<file path="src/rtl/pll_drp_pkg.sv">
// Purpose: shared types and widths for the PLL DRP reconfiguration controller.
// Latency: n/a (types, constants and elaboration-time helpers only).
// Backpressure: n/a.
package pll_drp_pkg;

    localparam int DRP_ADDR_W = 7;
    localparam int DRP_DATA_W = 16;

    typedef enum logic [2:0] {
        IDLE,
        FETCH,
        READ,
        WAIT_R,
        WRITE,
        WAIT_W,
        LOCK,
        DONE
    } state_t;

    // One captured register-update item; the address lives in daddr itself.
    typedef struct packed {
        logic [DRP_DATA_W-1:0] mask;
        logic [DRP_DATA_W-1:0] data;
        logic                  last;
    } cfg_item_t;

    function automatic int max_int(input int a, input int b);
        return (a > b) ? a : b;
    endfunction

endpackage

</file>
<file path="src/rtl/drp_timer.sv">
// Purpose: per-state cycle counter with a saturating count and limit compare.
// Latency: clear takes effect on the next edge; expired is combinational from the count.
// Backpressure: none; enable stalls the count.
//
// Ports: clk/rst clock and async active-high reset; clear restarts the count at 0;
// enable advances it by one per cycle; expired is high once limit cycles have
// been spent (the current cycle included) since the last clear.
module drp_timer #(
    parameter int W = 8
) (
    input  logic         clk,
    input  logic         rst,
    input  logic         clear,
    input  logic         enable,
    input  logic [W-1:0] limit,
    output logic         expired
);

    logic [W-1:0] cnt;

    always_ff @(posedge clk or posedge rst) begin
        if (rst) begin
            cnt <= '0;
        end else if (clear) begin
            cnt <= '0;
        end else if (enable && (cnt != {W{1'b1}})) begin
            cnt <= cnt + 1'b1;
        end
    end

    // cnt counts completed cycles in the state, so cnt+1 includes the present one.
    assign expired = ({1'b0, cnt} + {{W{1'b0}}, 1'b1}) >= {1'b0, limit};

endmodule

</file>
<file path="src/rtl/pll_drp_ctrl.sv">
// Purpose: walks a list of read-modify-write DRP updates into a PLL held in reset, then waits for lock.
// Latency: per item 1 fetch + 1 read + DRDY wait + 1 write + DRDY wait; done pulse 1 cycle after LOCKED.
// Backpressure: cfg_ready only in FETCH; FETCH waits forever, DRDY and LOCKED waits time out into serr.
//
// Ports: dclk/rst clock and async active-high reset; sen starts a sequence;
// cfg_* item handshake (mask bit 1 keeps the old register bit); daddr/di/den/dwe
// and drp_do/drdy form the DRP master port; pll_rst/locked talk to the PLL;
// busy, srdy (done pulse) and serr (sticky error) report status.
module pll_drp_ctrl
    import pll_drp_pkg::*;
#(
    parameter int DRDY_TIMEOUT = 64,
    parameter int LOCK_TIMEOUT = 4096
) (
    input  logic                  dclk,
    input  logic                  rst,
    input  logic                  sen,
    input  logic                  cfg_valid,
    output logic                  cfg_ready,
    input  logic [DRP_ADDR_W-1:0] cfg_addr,
    input  logic [DRP_DATA_W-1:0] cfg_mask,
    input  logic [DRP_DATA_W-1:0] cfg_data,
    input  logic                  cfg_last,
    output logic [DRP_ADDR_W-1:0] daddr,
    output logic [DRP_DATA_W-1:0] di,
    output logic                  den,
    output logic                  dwe,
    input  logic [DRP_DATA_W-1:0] drp_do,
    input  logic                  drdy,
    output logic                  pll_rst,
    input  logic                  locked,
    output logic                  busy,
    output logic                  srdy,
    output logic                  serr
);

    localparam int CNT_W = $clog2(max_int(DRDY_TIMEOUT, LOCK_TIMEOUT)) + 1;
    localparam logic [CNT_W-1:0] DRDY_LIM = CNT_W'(DRDY_TIMEOUT);
    localparam logic [CNT_W-1:0] LOCK_LIM = CNT_W'(LOCK_TIMEOUT);

    state_t     state;
    cfg_item_t  item;
    logic       state_exit;
    logic       tmr_exp;
    logic [CNT_W-1:0] tmr_limit;

    // The timer must read 0 on the first cycle of every state, so it is cleared
    // on the edge that leaves the current state rather than after entry.
    always_comb begin
        state_exit = 1'b0;
        case (state)
            IDLE:           state_exit = sen;
            FETCH:          state_exit = cfg_valid;
            READ, WRITE:    state_exit = 1'b1;
            WAIT_R, WAIT_W: state_exit = drdy || tmr_exp;
            LOCK:           state_exit = locked || tmr_exp;
            DONE:           state_exit = 1'b1;
            default:        state_exit = 1'b1;
        endcase
    end

    assign tmr_limit = (state == LOCK) ? LOCK_LIM : DRDY_LIM;

    drp_timer #(
        .W (CNT_W)
    ) u_timer (
        .clk     (dclk),
        .rst     (rst),
        .clear   (state_exit),
        .enable  (1'b1),
        .limit   (tmr_limit),
        .expired (tmr_exp)
    );

    always_ff @(posedge dclk or posedge rst) begin
        if (rst) begin
            state     <= IDLE;
            item      <= '0;
            daddr     <= '0;
            di        <= '0;
            den       <= 1'b0;
            dwe       <= 1'b0;
            pll_rst   <= 1'b0;
            cfg_ready <= 1'b0;
            busy      <= 1'b0;
            srdy      <= 1'b0;
            serr      <= 1'b0;
        end else begin
            // den/dwe/srdy are single-cycle strobes; daddr and di simply hold.
            den  <= 1'b0;
            dwe  <= 1'b0;
            srdy <= 1'b0;
            case (state)
                IDLE: begin
                    if (sen) begin
                        state     <= FETCH;
                        pll_rst   <= 1'b1;
                        busy      <= 1'b1;
                        serr      <= 1'b0;
                        cfg_ready <= 1'b1;
                    end
                end
                FETCH: begin
                    if (cfg_valid) begin
                        item      <= '{mask: cfg_mask, data: cfg_data, last: cfg_last};
                        daddr     <= cfg_addr;
                        den       <= 1'b1;
                        cfg_ready <= 1'b0;
                        state     <= READ;
                    end
                end
                READ: begin
                    state <= WAIT_R;
                end
                WAIT_R: begin
                    if (drdy) begin
                        di    <= (drp_do & item.mask) | (item.data & ~item.mask);
                        den   <= 1'b1;
                        dwe   <= 1'b1;
                        state <= WRITE;
                    end else if (tmr_exp) begin
                        serr    <= 1'b1;
                        pll_rst <= 1'b0;
                        busy    <= 1'b0;
                        state   <= IDLE;
                    end
                end
                WRITE: begin
                    state <= WAIT_W;
                end
                WAIT_W: begin
                    if (drdy) begin
                        if (item.last) begin
                            pll_rst <= 1'b0;
                            state   <= LOCK;
                        end else begin
                            cfg_ready <= 1'b1;
                            state     <= FETCH;
                        end
                    end else if (tmr_exp) begin
                        serr    <= 1'b1;
                        pll_rst <= 1'b0;
                        busy    <= 1'b0;
                        state   <= IDLE;
                    end
                end
                LOCK: begin
                    if (locked) begin
                        srdy  <= 1'b1;
                        state <= DONE;
                    end else if (tmr_exp) begin
                        serr    <= 1'b1;
                        pll_rst <= 1'b0;
                        busy    <= 1'b0;
                        state   <= IDLE;
                    end
                end
                DONE: begin
                    busy  <= 1'b0;
                    state <= IDLE;
                end
                default: begin
                    state <= IDLE;
                end
            endcase
        end
    end

endmodule

</file>
<file path="config.mk">
export PLATFORM = sky130hd
export DESIGN_NAME = pll_drp_ctrl
export DESIGN_NICKNAME = d
export VERILOG_FILES = /design/src/rtl/pll_drp_pkg.sv /design/src/rtl/drp_timer.sv /design/src/rtl/pll_drp_ctrl.sv
export SDC_FILE = /design/constraint.sdc
export NUM_CORES = 1
export LEC_CHECK = 0
export BUFFER_PORTS_ARGS = -buffer_cell sky130_fd_sc_hd__buf_2
export CAP_MARGIN = 20
export CORE_UTILIZATION = 57
export DETAILED_ROUTE_END_ITERATION = 6
export GPL_TIMING_DRIVEN = 0
export PLACE_DENSITY = 0.85
export SLEW_MARGIN = 20
export SYNTH_ARGS = -nofsm -noshare
export SYNTH_HDL_FRONTEND = slang
export SYNTH_SLANG_ARGS = --single-unit
export TNS_END_PERCENT = 5
</file>
<file path="constraint.sdc">
create_clock -name dclk -period 4.4 [get_ports dclk]
set_input_delay 0.44 -clock dclk [delete_from_list [all_inputs] [get_ports dclk]]
set_output_delay 0.44 -clock dclk [all_outputs]
set_load 0.03 [all_outputs]
</file>
Word level (Yosys, flattened, before mapping)
Cells that the tools add are included.
{"block": "totals", "regBits": 79, "input_bits": 62, "output_inout_bits": 30, "wordCells": 92}
{"block": "classes", "n_addsub": 2, "order_cmp": 1, "eq_ne": 16, "mux": 38, "bitwise_logic": 4, "reduce_logical": 17}
{"op": "2-to-1 mux 13 bit", "count": 3}
{"op": "bitwise AND 16 bit", "count": 2}
{"op": "one-hot mux 3 bit (8 select lines)", "count": 1}
{"op": "2-to-1 mux 1 bit", "count": 21}
{"op": "2-to-1 mux 3 bit", "count": 7}
{"op": "inverter 16 bit", "count": 1}
{"op": "bitwise OR 16 bit", "count": 1}
{"op": "adder 13 x 1 -> 14 bit, second input constant", "count": 1}
{"op": "greater-or-equal comparator 14 x 13 -> 1 bit", "count": 1}
{"op": "inequality test 2 bit, second input constant", "count": 7}
{"op": "adder 13 x 1 -> 13 bit, second input constant", "count": 1}
{"op": "inequality test 13 bit, second input constant", "count": 1}
{"op": "equality test 3 bit, second input constant", "count": 4}
{"op": "AND reduction 5 bit", "count": 2}
{"op": "one-hot mux 1 bit (4 select lines)", "count": 2}
{"op": "AND reduction 4 bit", "count": 2}
{"op": "nonzero test 4 bit", "count": 2}
{"op": "equality test 3 x 2 -> 1 bit, second input constant", "count": 2}
{"op": "one-hot mux 1 bit (3 select lines)", "count": 2}
{"op": "AND reduction 2 bit", "count": 3}
{"op": "nonzero test 3 bit", "count": 2}
{"op": "one-hot mux 1 bit (5 select lines)", "count": 1}
{"op": "equality test 3 x 1 -> 1 bit, second input constant", "count": 1}
{"op": "zero test 3 bit", "count": 1}
{"op": "other kinds (6)", "count": 7}

Longest topological paths before layout
Gate-level depths: netlist of the first run.
{"block": "logic_depth", "word_depth": 6, "ltp_mapped": 13, "mapped_depth_nobuf": 12}

Modules after synthesis
A second synthesis of the first run with hierarchy kept.
{"block": "unflattened", "cells_unflattened": 371, "area_unflattened_um2": 4098.9}
{"mod": "pll_drp_ctrl", "n_inst": 1, "cells_per_inst": 238, "area_per_inst_um2": 2939.1, "seq_area_each_um2": 1651.6}
{"mod": "drp_timer", "n_inst": 1, "cells_per_inst": 133, "area_per_inst_um2": 1159.9, "seq_area_each_um2": 325.3}

Worst setup path before layout of the first run
Ideal clock, no wire load.
{"block": "synth_path", "path_type": "register to register", "from": "register u_timer.cnt[0]", "to": "register u_timer.cnt[6]", "setup_ps": 75, "arrival_time_ps": 2557, "required_time_ps": 4325, "setup_slack_ps": 1768, "path_stages_with_launch": 14, "n_path_buf": 1, "period_less_slack_ps": 2632, "cell_sequence": "dfrtp_1 ha_1 nand2_1 nor2_1 xnor2_1 ha_1 nand3_1 nor4b_1 nor4b_1 o221ai_2 a21oi_4 a32oi_2 buf_6 a21oi_2"}
{"block": "synth_between", "elab_chain_len": 5, "word_cells_on_any_way": 10, "cone_classes": "add/sub (2); order compare (1); eq/ne (1); mux (3); reduce/logical (3)"}
{"item": "from (decl)", "line_no": "drp_timer.sv:19", "text": "logic [W-1:0] cnt;"}
{"item": "from (signal assigned)", "line_no": "drp_timer.sv:27", "text": "cnt <= cnt + 1'b1;"}
{"item": "adder 13 x 1 -> 14 bit", "line_no": "drp_timer.sv:32", "text": "assign expired = ({1'b0, cnt} + {{W{1'b0}}, 1'b1}) >= {1'b0, limit};"}
{"item": "greater-or-equal comparator 14 x 13 -> 1 bit", "line_no": "drp_timer.sv:32"}
{"item": "logical OR 1 bit, on equally long branches", "line_no": "pll_drp_ctrl.sv:56, pll_drp_ctrl.sv:55"}
{"item": "one-hot mux 1 bit (5 select lines)", "line_no": "pll_drp_ctrl.sv:51", "text": "case (state)"}
{"item": "2-to-1 mux 13 bit / nonzero test 2 bit (equally long branches)"}
Several ways; a longest one is shown, not always the timed one. The select of a mux whose other input is x is not followed.
A chain may end at the register's enable or synchronous reset.

Final worst setup path of the first run
{"block": "layout_path", "from": "register u_timer.cnt[0]", "to": "register u_timer.cnt[11]"}
Same word-level chain as after synthesis.

==> summary.txt, run 1 <==
Global route
  • Gr ovfl total: 0
  • All-Layer GR Usage: 26.3%
  • First-pass GRT wire length: 14.4 mm
  • Largest net degree at the start of global routing: 44
  • Vias in the first global route: just over 3,000
  • Initial antenna violation count: 0

Drt
  • WL final: 8.59 mm
  • Final ANT Viol Nets: 0
  • 1st-pass router iterations: 7
  • Post-route DRC: 0
  • Routed vias: roughly 3,000
  • Vias per inst: slightly below 6
  • Wire per inst: 16.6 um
  • Initial drt markers: approximately 290

Critical path
  • Reg-to-Reg Start: u_timer.cnt[0]
  • Critical Path RT: about 4.7 ns
  • Reg2reg path depth: 13
  • Critical path capture point type: flip-flop
  • WS Path Type: flip-flop to flip-flop
  • CP arrival: roughly 3.4 ns
  • Crit path max fanout: 10
  • Startpoint types: flip-flop
  • Crit path from: u_timer.cnt[0]
  • Critical R2R Capture: u_timer.cnt[11]
  • Critical path capture point: u_timer.cnt[11]
  • Flop2flop setup slack: ~1.3 ns

Timing
  • Slew headroom: roughly two fifths
  • Hold Vio Cnt, Final: 0
  • Fin crit share: 70.2%
  • Min Tclk post-route: 3.09 ns
  • Fmax: about 320 MHz
  • RSZ-0062 raised after global routing: false
  • Pins Over Slew Limit: 0
  • Hold slack: just over 0.1 ns
  • Clock Skew: about 0.008 ns
  • Worst slew pin tran: 0.915 ns
  • Setup TNS: 0 ns
  • # setup viols final: 0

CTS
  • H-tree depth: 3
  • Clock Tree Root: clkbuf_8
  • Setup Fix Bufs, Post-CTS: 0
  • Clock-pin transition on the worst setup and hold timing paths: 0.09 ns
  • CTS Buf Count: 9
  • CTS resizes: 0
  • Clk sinks: 79
  • Post-CTS Hold Buffers: 0
  • Worst skew pair latency: about 0.36 ns
  • Clk buf depth: 2
  • CTS tree: done

Placement
  • Dpl hpwl: between 5 and 6 mm
  • RD Place Congestion: 0.922
  • # port buffers: 90

Power
  • Pint: 0.00179 W
  • VDD IR-drop max: about 0.55 mV
  • P_sw: 0.00126 W
  • Sw frac: between 40% and 50%
  • Clock network fraction of total power: about 17%
  • Final Power: approximately 0.0030 W
  • P per Cell Area: ~680 nW/um2
  • P_leak: between 2 and 2.5 nW
  • Sequential share of power: a little under 40%
  • Comb power frac: approximately 43%

Synthesis
  • Synth Register Bits: about 80
  • EDFF count, synth: 0
  • Post-synthesis async set-or-reset flop share: 100%
  • Sequential-to-total area share from yosys stat: 52.9%
  • Post-synthesis average cell area: 11.2 um2
  • Syn Nets: 399
  • Post-synth cell types: 50
  • Synth warnings: 0
  • Mapped Cells: between 300 and 400
  • Synth Cell Area: around 3700 um2
  • Synth Flop Type: dfrtp_1

Die
  • IO Pins: 92
  • Initial Util: 58.8%
  • Core area: about 6300 um2
  • Full die area: around 7000 um2
  • # rows: 29
  • Die height: a little over 80 um
  • Chip Width: between 80 and 90 um

Layout
  • Commonest cells after routing, fill and taps aside: buf_2, dfrtp_1, mux2_2
  • Leading cell type in the layout, fill and taps excluded: buf_2
  • # nets final: about 500
  • Area Overhead vs Synth: 20.3%
  • Layout cells sized above 1: 37.7%
  • Antenna diode count: 0

Status
  • Outcome: complete, no violations

Hold path
  • Tightest Hold Check Type: primary input to asynchronous set/reset pin

Flow run
  • Max_cap viols: 0
worst min-delay path by stage:
stage / from / to / slack, ns / cells after the start
floorplan: item[10] / item[10] / 0.48 / 1
global placement: di[8] / di[8] / 0.46 / 2
detailed placement: di[13] / di[13] / 0.47 / 2
CTS: rst / daddr[2] / 0.11 / 2
global route: rst / daddr[2] / 0.13 / 2
finish: rst / daddr[3] / 0.10 / 2
power by group through the flow:
| stage | logic, W | clock network, W | registers, W |
|---|---|---|---|
| after floorplan | 0.000745 | 0 | 0.00142 |
| after global placement | 0.00126 | 0 | 0.00119 |
| after detailed placement | 0.00131 | 0 | 0.00121 |
| after CTS | 0.00132 | 0.000530 | 0.00120 |
| after global routing | 0.00143 | 0.000559 | 0.00123 |
| final | 0.00132 | 0.000523 | 0.00120 |
cell type report:
cell class,count,area [um2]
Clock inverter,6,51.3
Timing Repair Buffer,91,470
Tap cell,77,96.3
Sequential cell,79,1980
Buffer,16,67.6
Clock buffer,10,138
Fill cell,442,1860
Inverter,10,40.0
Multi-Input combinational cell,228,1650
synthesized netlist by cell type (2+ instances only):
master | number | area [um2]
nor2_2 | 4 | 25.0
or3_1 | 2 | 12.5
xor2_1 | 4 | 35.0
nor2b_1 | 5 | 31.3
o31ai_1 | 2 | 15.0
a21oi_2 | 6 | 52.6
o21ai_0 | 25 | 125
inv_1 | 9 | 33.8
ha_1 | 3 | 37.5
a21oi_1 | 7 | 35.0
o211ai_1 | 3 | 22.5
clkbuf_1 | 14 | 52.6
nor4b_1 | 2 | 17.5
xnor2_1 | 5 | 43.8
nand3_1 | 6 | 30.0
dfrtp_1 | 79 | 1980
a31oi_1 | 5 | 31.3
o22ai_1 | 2 | 12.5
nor3_1 | 7 | 35.0
and3_1 | 2 | 12.5
nand2_1 | 39 | 146
a211oi_1 | 3 | 22.5
mux2_2 | 41 | 462
nand4_1 | 2 | 12.5
nor2_1 | 16 | 60.1
mux2i_1 | 16 | 160
logic make-up (layout without fill, tap and decap cells):
logic type                 after synthesis  after routing  synth area share (%)
DFF                                     79             79                  52.9
AOI/OAI and AO/OA                       67             67                  12.4
buffers and inverters                   26            133                  2.81
and+or+nand+nor                         91             91                  11.6
muxes                                   57             57                  16.6
adders and majority gates                4              4                  1.54
xor gates and xnor gates                 9              9                  2.11
sequential cells by signal (all words and copies together), names as in the netlist:
signal and flops:
busy 1, cfg_ready 1, dwe 1, serr 1, u_timer.cnt 13, item 33
den 1, di 16, daddr 7, state 3, pll_rst 1, srdy 1
layer usage:
layer  track usage (%)  share of wire (%)  vias up
li1                  -                  -     1392
met2              43.4                 51      130
met3              7.55                7.3       24
met5                 0                  0        -
met1              32.1                 39     1449
met4              12.1                2.6        0
stage by stage:
step	std cells	worst slack, ns	util, %	cell area (um2)
4_1_cts	517	1.33	70.8	4490
6_report	517	1.31	70.8	4490
3_5_place_dp	501	1.37	67.8	4300
2_1_floorplan	333	1.77	-	3730
3_3_place_gp	500	1.06	67.4	4280
5_1_grt	517	1.09	70.8	4490
worst max-delay path, cell delays in order (launching register included):
cell	delay, ns
dfrtp_1	0.45
ha_1	0.27
nand2_1	0.12
nor2_1	0.06
xnor2_1	0.23
ha_1	0.28
nand3_1	0.10
nor4b_1	0.06
nor4b_1	0.36
o221ai_2	0.24
a21oi_4	0.29
a32oi_2	0.22
buf_6	0.22
a21oi_2	0.11
Note: power is estimated with default switching activity, not from simulation.
==> run 2: changes to the inputs <==
--- a/config.mk
+++ b/config.mk
@@ -5,12 +5,13 @@
 export SDC_FILE = /design/constraint.sdc
 export NUM_CORES = 1
 export LEC_CHECK = 0
+export ABC_AREA = 1
 export BUFFER_PORTS_ARGS = -buffer_cell sky130_fd_sc_hd__buf_2
 export CAP_MARGIN = 20
-export CORE_UTILIZATION = 57
+export CORE_UTILIZATION = 49
 export DETAILED_ROUTE_END_ITERATION = 6
 export GPL_TIMING_DRIVEN = 0
-export PLACE_DENSITY = 0.85
+export PLACE_DENSITY = 0.77
 export SLEW_MARGIN = 20
 export SYNTH_ARGS = -nofsm -noshare
 export SYNTH_HDL_FRONTEND = slang
==> constraint.sdc (replaced) <==
create_clock -name dclk -period 2.8 [get_ports dclk]
set_input_delay 0.28 -clock dclk [delete_from_list [all_inputs] [get_ports dclk]]
set_output_delay 0.28 -clock dclk [all_outputs]
set_load 0.03 [all_outputs]
==> run 2 against run 1 <==
Synthesized cell count increased by 52%. Global-route usage down 2.7 points. Sequential share of layout area decreased by 3.0 points. Power up 59%. Critical endpoint is now u_timer.cnt[2]. Count of clock-buffer cells in the layout increased by 2. Clock power rose by 76%. Clock skew grew 0.00085 ns.
==> summary.txt, run 2 <==
Placement
  • # port buffers: slightly above 90
  • RD Place Congestion: approximately 0.86
  • Placed Instances: 700
  • Dpl hpwl: around 6.7 mm

CTS
  • Clk buf depth: 2
  • Clock-pin transition on the worst setup and hold timing paths: roughly 0.090 ns
  • H-tree depth: 3
  • CTS Buf Count: 9
  • Clock Tree Root: clkbuf_8
  • Clk sinks: 79
  • Worst skew pair latency: around 0.35 ns
  • CTS tree: done

Synthesis
  • Synth warnings: 0
  • Post-synthesis average cell area: between 7 and 8 um2
  • EDFF count, synth: 0
  • Post-synth cell types: 30
  • Dominant cells by area after synthesis: dfrtp_1, nand2_1, inv_1
  • Post-synthesis async set-or-reset flop share: 100%
  • Most frequent cells after synthesis: nand2_1, dfrtp_1, inv_1
  • Syn Nets: around 570
  • Sequential-to-total area share from yosys stat: between 50 and 60%
  • Mapped Cells: between 500 and 600
  • Count leader, synth: nand2_1
  • Synth Register Bits: slightly below 80
  • Leading area contributor after synthesis: dfrtp_1
  • Synth Flop Type: dfrtp_1
  • Synth Cell Area: between 3000 and 4000 um2
  • Share of the synthesized area in the top cell type: about 50%

Critical path
  • Critical path capture point type: flip-flop
  • Critical Path RT: around 3 ns
  • Crit path max fanout: 10
  • WS Path Type: flip-flop to flip-flop
  • Critical R2R Capture: u_timer.cnt[2]
  • Reg2reg path depth: 18
  • Startpoint types: flip-flop
  • Flop2flop setup slack: approximately 0.18 ns
  • CP arrival: ~2.9 ns
  • Reg-to-Reg Start: u_timer.cnt[0]

Timing
  • Slew headroom: between 40 and 50%
  • Fin crit share: approximately 93%
  • Hold Vio Cnt, Final: 0
  • Fmax: approximately 380 MHz
  • Setup TNS: 0 ns
  • Worst slew pin tran: 0.793 ns
  • Min Tclk post-route: 2.62 ns
  • Pins Over Slew Limit: 0
  • Clock Skew: 0.00888 ns
  • # setup viols final: 0

Layout
  • Max FFs per register: 33
  • Layout cells sized above 1: roughly a quarter
  • Leading cell type in the layout, fill and taps excluded: nand2_1
  • Largest regs: item (33), di (16), u_timer.cnt (13)
  • Commonest cells after routing, fill and taps aside: nand2_1, buf_2, dfrtp_1
  • Layout Cells excl Fill: about 720
  • # nets final: 678
  • Area Overhead vs Synth: 22.6%
  • Antenna diode count: 0
  • Largest Register: item

Global route
  • Largest net degree at the start of global routing: 44
  • First-pass GRT wire length: between 15 and 20 mm
  • Gr ovfl total: 0
  • All-Layer GR Usage: a little under a quarter
  • Initial antenna violation count: 0
  • Vias in the first global route: approximately 3,300

Drt
  • Post-route DRC: 0
  • Initial drt markers: between 200 and 250
  • Wire per inst: about 13 um
  • 1st-pass router iterations: 5
  • Vias per inst: between 4 and 5
  • WL final: 9.19 mm
  • Final ANT Viol Nets: 0
  • Routed vias: 3,511

Hold path
  • Hold depth: 3
  • Tightest Hold Check Type: primary input to flip-flop
  • Hold Crit Endpoint: item[23]
  • Hold_sp: cfg_mask[6]

Die
  • Die height: between 90 and 100 um
  • IO Pins: 92
  • Full die area: 8390 um2
  • # rows: 32
  • Core area: 7730 um2
  • Initial Util: 50.9%
  • Chip Width: 91.6 um

Power
  • VDD IR-drop max: ~0.55 mV
  • P_leak: around 2.6 nW
  • P per Cell Area: 1010 nW/um2

Flow run
  • Max_cap viols: 0

Status
  • Outcome: complete, no violations
## run 2: cell types whose count changed in the layout (fill, tap and decap cells not counted), sizes merged, moves of 10 or more
cell	change
nand2	+178
nand3	+10
nor2	+18
inv	+44
mux2i	-15
mux2	-41
o21ai	+17
## run 2: area by class of cell
cell class / count / area [um2]
Buffer: 14 / 77.6
Timing Repair Buffer: 95 / 500
Inverter: 55 / 209
Fill cell: 682 / 2910
Clock inverter: 4 / 51.3
Clock buffer: 12 / 165
Tap cell: 102 / 128
Multi-Input combinational cell: 358 / 1710
Sequential cell: 79 / 1980
## run 2: metrics by stage
stage / util [%] / area, um2 / setup slack (ns) / hold slack (ns) / total power, W
after floorplan: - / 3930 / 0.214 / 0.390 / 0.00330
after global placement: 58.4 / 4520 / -0.389 / 0.451 / 0.00382
after detailed placement: 58.7 / 4540 / -0.187 / 0.347 / 0.00388
after CTS: 61.9 / 4780 / 0.00290 / 0.111 / 0.00482
after global routing: 62.4 / 4820 / -0.0167 / 0.122 / 0.00523
final: 62.4 / 4820 / 0.185 / 0.119 / 0.00485
## run 2: routing by layer
metal / up-vias / routed length (um) / track usage (%)
li1: 1788 / - / -
met1: 1604 / 4170 / 32.0
met2: 110 / 4290 / 37.6
met3: 9 / 603 / 4.52
met4: 0 / 124 / 8.73
met5: - / 0 / 0
## run 2: report_power, final
group	internal [W]	total (W)	leakage (nW)	switching [W]
Sequential	0.00159	0.00186	1.00	0.000276
Combinational	0.000692	0.00207	1.51	0.00138
Clock	0.000487	0.000921	0.109	0.000434
## run 2: cell families after synthesis
logic type,count (synthesis),synth area share [%]
AO/OA/AOI/OAI,67,9.77
XOR/XNOR,3,0.668
adder cells (fa/ha/maj),4,1.46
buffers and inverters,69,7.00
flip-flops,79,50.3
multiplexers,1,0.255
AND/OR/NAND/NOR,283,30.6
## run 2: worst max path at each step
| stage | startpoint | to | slack (ns) | cells after the start |
|---|---|---|---|---|
| 3_5_place_dp | u_timer.cnt[1] | u_timer.cnt[2] | -0.19 | 19 |
| 6_report | u_timer.cnt[0] | u_timer.cnt[2] | 0.18 | 18 |
| 5_1_grt | u_timer.cnt[0] | u_timer.cnt[2] | -0.02 | 19 |
| 2_1_floorplan | u_timer.cnt[1] | u_timer.cnt[10] | 0.21 | 19 |
| 3_3_place_gp | rst | daddr[6] | -0.39 | 2 |
| 4_1_cts | u_timer.cnt[0] | u_timer.cnt[2] | 0.003 | 19 |
## run 2: repair_timing
item | in CTS | in global routing
gates resized for setup | 4 | 7
pin swaps | 0 | 2
setup buffers | 1 | 1
endpoints found under the setup margin | 15 | 18
hold buffers | 1 | 0
endpoints found under the hold margin | 36 | 0
## run 2: worst max-delay path, stage by stage (launching register included)
cell and delay (ns):
dfrtp_1 0.41, ha_4 0.17, nand2_2 0.07, nor2_4 0.13, nand4_2 0.15, o21ai_1 0.20
nand2_1 0.08, inv_1 0.06, ha_1 0.22, inv_1 0.09, nor2_4 0.05, nand3_1 0.10
nor2_2 0.05, nor2_4 0.11, nand2_2 0.10, o21ai_2 0.14, nand2_2 0.11, buf_12 0.17
a21oi_2 0.11
==> run 3: changes to the inputs <==
--- a/config.mk
+++ b/config.mk
@@ -8,10 +8,9 @@
 export ABC_AREA = 1
 export BUFFER_PORTS_ARGS = -buffer_cell sky130_fd_sc_hd__buf_2
 export CAP_MARGIN = 20
-export CORE_UTILIZATION = 49
+export CORE_UTILIZATION = 32
 export DETAILED_ROUTE_END_ITERATION = 6
 export GPL_TIMING_DRIVEN = 0
-export PLACE_DENSITY = 0.77
 export SLEW_MARGIN = 20
 export SYNTH_ARGS = -nofsm -noshare
 export SYNTH_HDL_FRONTEND = slang
==> constraint.sdc (replaced) <==
create_clock -name dclk -period 3.2 [get_ports dclk]
set_input_delay 0.32 -clock dclk [delete_from_list [all_inputs] [get_ports dclk]]
set_output_delay 0.32 -clock dclk [all_outputs]
set_load 0.03 [all_outputs]
==> run 3 against run 2 <==
Cell count grew 6.0%. Largest cell class unchanged. Highest routed layer unchanged. Die area grew 52%. Hold slack gained 0.063 ns.
==> summary.txt, run 3 (same netlist as run 2, synthesis figures left out) <==
Status
  • Outcome: complete, no violations

Drt
  • Met3 WL: 558 um
  • Post-Route M1 WL: about 4.6 mm
  • Initial drt markers: 206
  • Top layer in use: met4
  • Final ANT Viol Nets: 0
  • 1st-pass router iterations: 4
  • WL final: a little under 10 mm
  • Routed length on met2: ~4.6 mm
  • Routed vias: around 3,500
  • Wire per inst: between 10 and 15 um
  • Vias per inst: approximately 4.6
  • Post-route DRC: 0

Timing
  • Worst slew pin tran: 0.789 ns
  • Setup TNS: 0 ns
  • Setup WS post-layout: approximately 0.24 ns
  • Fin crit share: roughly 90%
  • Clock Skew: approximately 0.0095 ns
  • Min Tclk post-route: roughly 3 ns
  • Slew headroom: around 47%
  • Hold Vio Cnt, Final: 0
  • Fmax: around 340 MHz
  • # setup viols final: 0
  • Pins Over Slew Limit: 0
  • RSZ-0062 raised after global routing: false

CTS
  • H-tree depth: 3
  • Clock-pin transition on the worst setup and hold timing paths: 0.07 ns
  • CTS tree: done
  • Clk buf depth: 2
  • Clk sinks: 79
  • Clock Tree Root: clkbuf_16
  • Setup Fix Bufs, Post-CTS: 0
  • Worst skew pair latency: 0.33 ns
  • CTS Buf Count: 9

Global route
  • Largest net degree at the start of global routing: 56
  • Gr ovfl total: 0
  • First-pass GRT wire length: 16.4 mm
  • Initial antenna violation count: 0
  • All-Layer GR Usage: 16.2%
  • Vias in the first global route: 3,406

Die
  • Initial Util: roughly a third
  • Chip Width: roughly 110 um
  • IO Pins: 92
  • Die height: between 100 and 150 um
  • Full die area: roughly 13,000 um2
  • # rows: 40
  • Core area: 12,000 um2

Layout
  • Layout cells sized above 1: 24.2%
  • Largest regs: item (33), di (16), u_timer.cnt (13)
  • # nets final: slightly below 700
  • Final instance area: a little under 5000 um2
  • Area Overhead vs Synth: 24.9%
  • Leading cell type in the layout, fill and taps excluded: nand2_1
  • Antenna diode count: 0
  • Commonest cells after routing, fill and taps aside: nand2_1, buf_2, dfrtp_1
  • Max FFs per register: 33
  • Largest Register: item
  • Final core occ: between 40% and 50%

Placement
  • Placement Cell Area: approximately 4600 um2
  • RD Place Congestion: between 0.8 and 0.9
  • # port buffers: 91
  • Dpl hpwl: 7.25 mm
  • Pre-CTS WS: ~0.2 ns

Critical path
  • Max stage delay on crit path: approximately 0.43 ns
  • Critical-path top delay cell: dfrtp_2
  • Crit path from: u_timer.cnt[1]
  • Flop2flop setup slack: around 0.24 ns
  • Critical R2R Capture: u_timer.cnt[2]
  • Critical Path RT: about 3.4 ns
  • WS Path Type: flip-flop to flip-flop
  • Critical path capture point type: flip-flop
  • Critical path capture point: u_timer.cnt[2]
  • Crit path max fanout: 10
  • CP arrival: approximately 3.2 ns
  • Cell Chain, Critical Path: ha_2 -> nand2_2 -> nor2_4 -> nand3_1 -> inv_1 -> nand2_1 -> nand2_1 -> inv_1 -> ha_1 -> inv_1 -> nor2_1 -> nand3_1 -> nor2_1 -> nor2_4 -> nand2_2 -> o21ai_2 -> nand2_2 -> buf_6 -> a21oi_2
  • Startpoint types: flip-flop
  • Reg-to-Reg Start: u_timer.cnt[1]
  • Reg2reg path depth: 19

Power
  • VDD IR-drop max: between 0.4 and 0.5 mV
  • P_leak: approximately 2.6 nW
  • P per Cell Area: roughly 900 nW/um2

Flow run
  • Max_cap viols: 0

Hold path
  • Tightest Hold Check Type: primary input to flip-flop
[run 3: how the worst min path moves through the flow]
stage	endpoint	start	cells after the start
floorplan	daddr[0]	cfg_addr[0]	2
global placement	di[13]	di[13]	2
detailed placement	daddr[5]	rst	2
CTS	daddr[6]	cfg_addr[6]	3
global route	item[30]	cfg_mask[13]	3
finish	daddr[3]	cfg_addr[3]	3
[run 3: timing repair]
item	CTS	global route
gates resized for setup	0	2
hold buffers	1	0
endpoints found under the setup margin	0	10
hold endpoints to repair	24	0
[run 3: power by group]
| group | switching, W | total, W | internal, W |
|---|---|---|---|
| Sequential | 0.000246 | 0.00164 | 0.00139 |
| Combinational | 0.00121 | 0.00177 | 0.000565 |
| Clock | 0.000413 | 0.00102 | 0.000609 |
| Total | 0.00187 | 0.00443 | 0.00257 |
[run 3: cell type report]
class / count / area [um2]
Clock inverter: 6 / 67.6
Tap cell: 147 / 184
Fill cell: 1261 / 7100
Multi-Input combinational cell: 358 / 1680
Clock buffer: 10 / 229
Timing Repair Buffer: 93 / 493
Sequential cell: 79 / 1980
Buffer: 14 / 68.8
Inverter: 55 / 209
[run 3: metal layers]
layer  vias to the layer above  GRT usage, %
li1                       1782             -
met1                      1654          22.2
met2                        91          26.3
met3                        10          3.32
met4                         0          4.21
met5                         -             0
[run 3: critical path, delay by kind of cell, from the launching register on]
kind / cells / cell delay [ns]
and+or+nand+nor: 11 / 1.39
adders and majority gates: 2 / 0.51
DFF: 1 / 0.43
buffers and inverters: 4 / 0.34
AOI/OAI and AO/OA: 2 / 0.14
[run 3: metrics by stage]
step                      std cells  hold WS (ns)  total power, W
after floorplan                 506         0.430         0.00289
after global placement          744         0.454         0.00337
after detailed placement        745         0.326         0.00343
after CTS                       762         0.176         0.00447
after global routing            762         0.193         0.00475
final                           762         0.182         0.00443
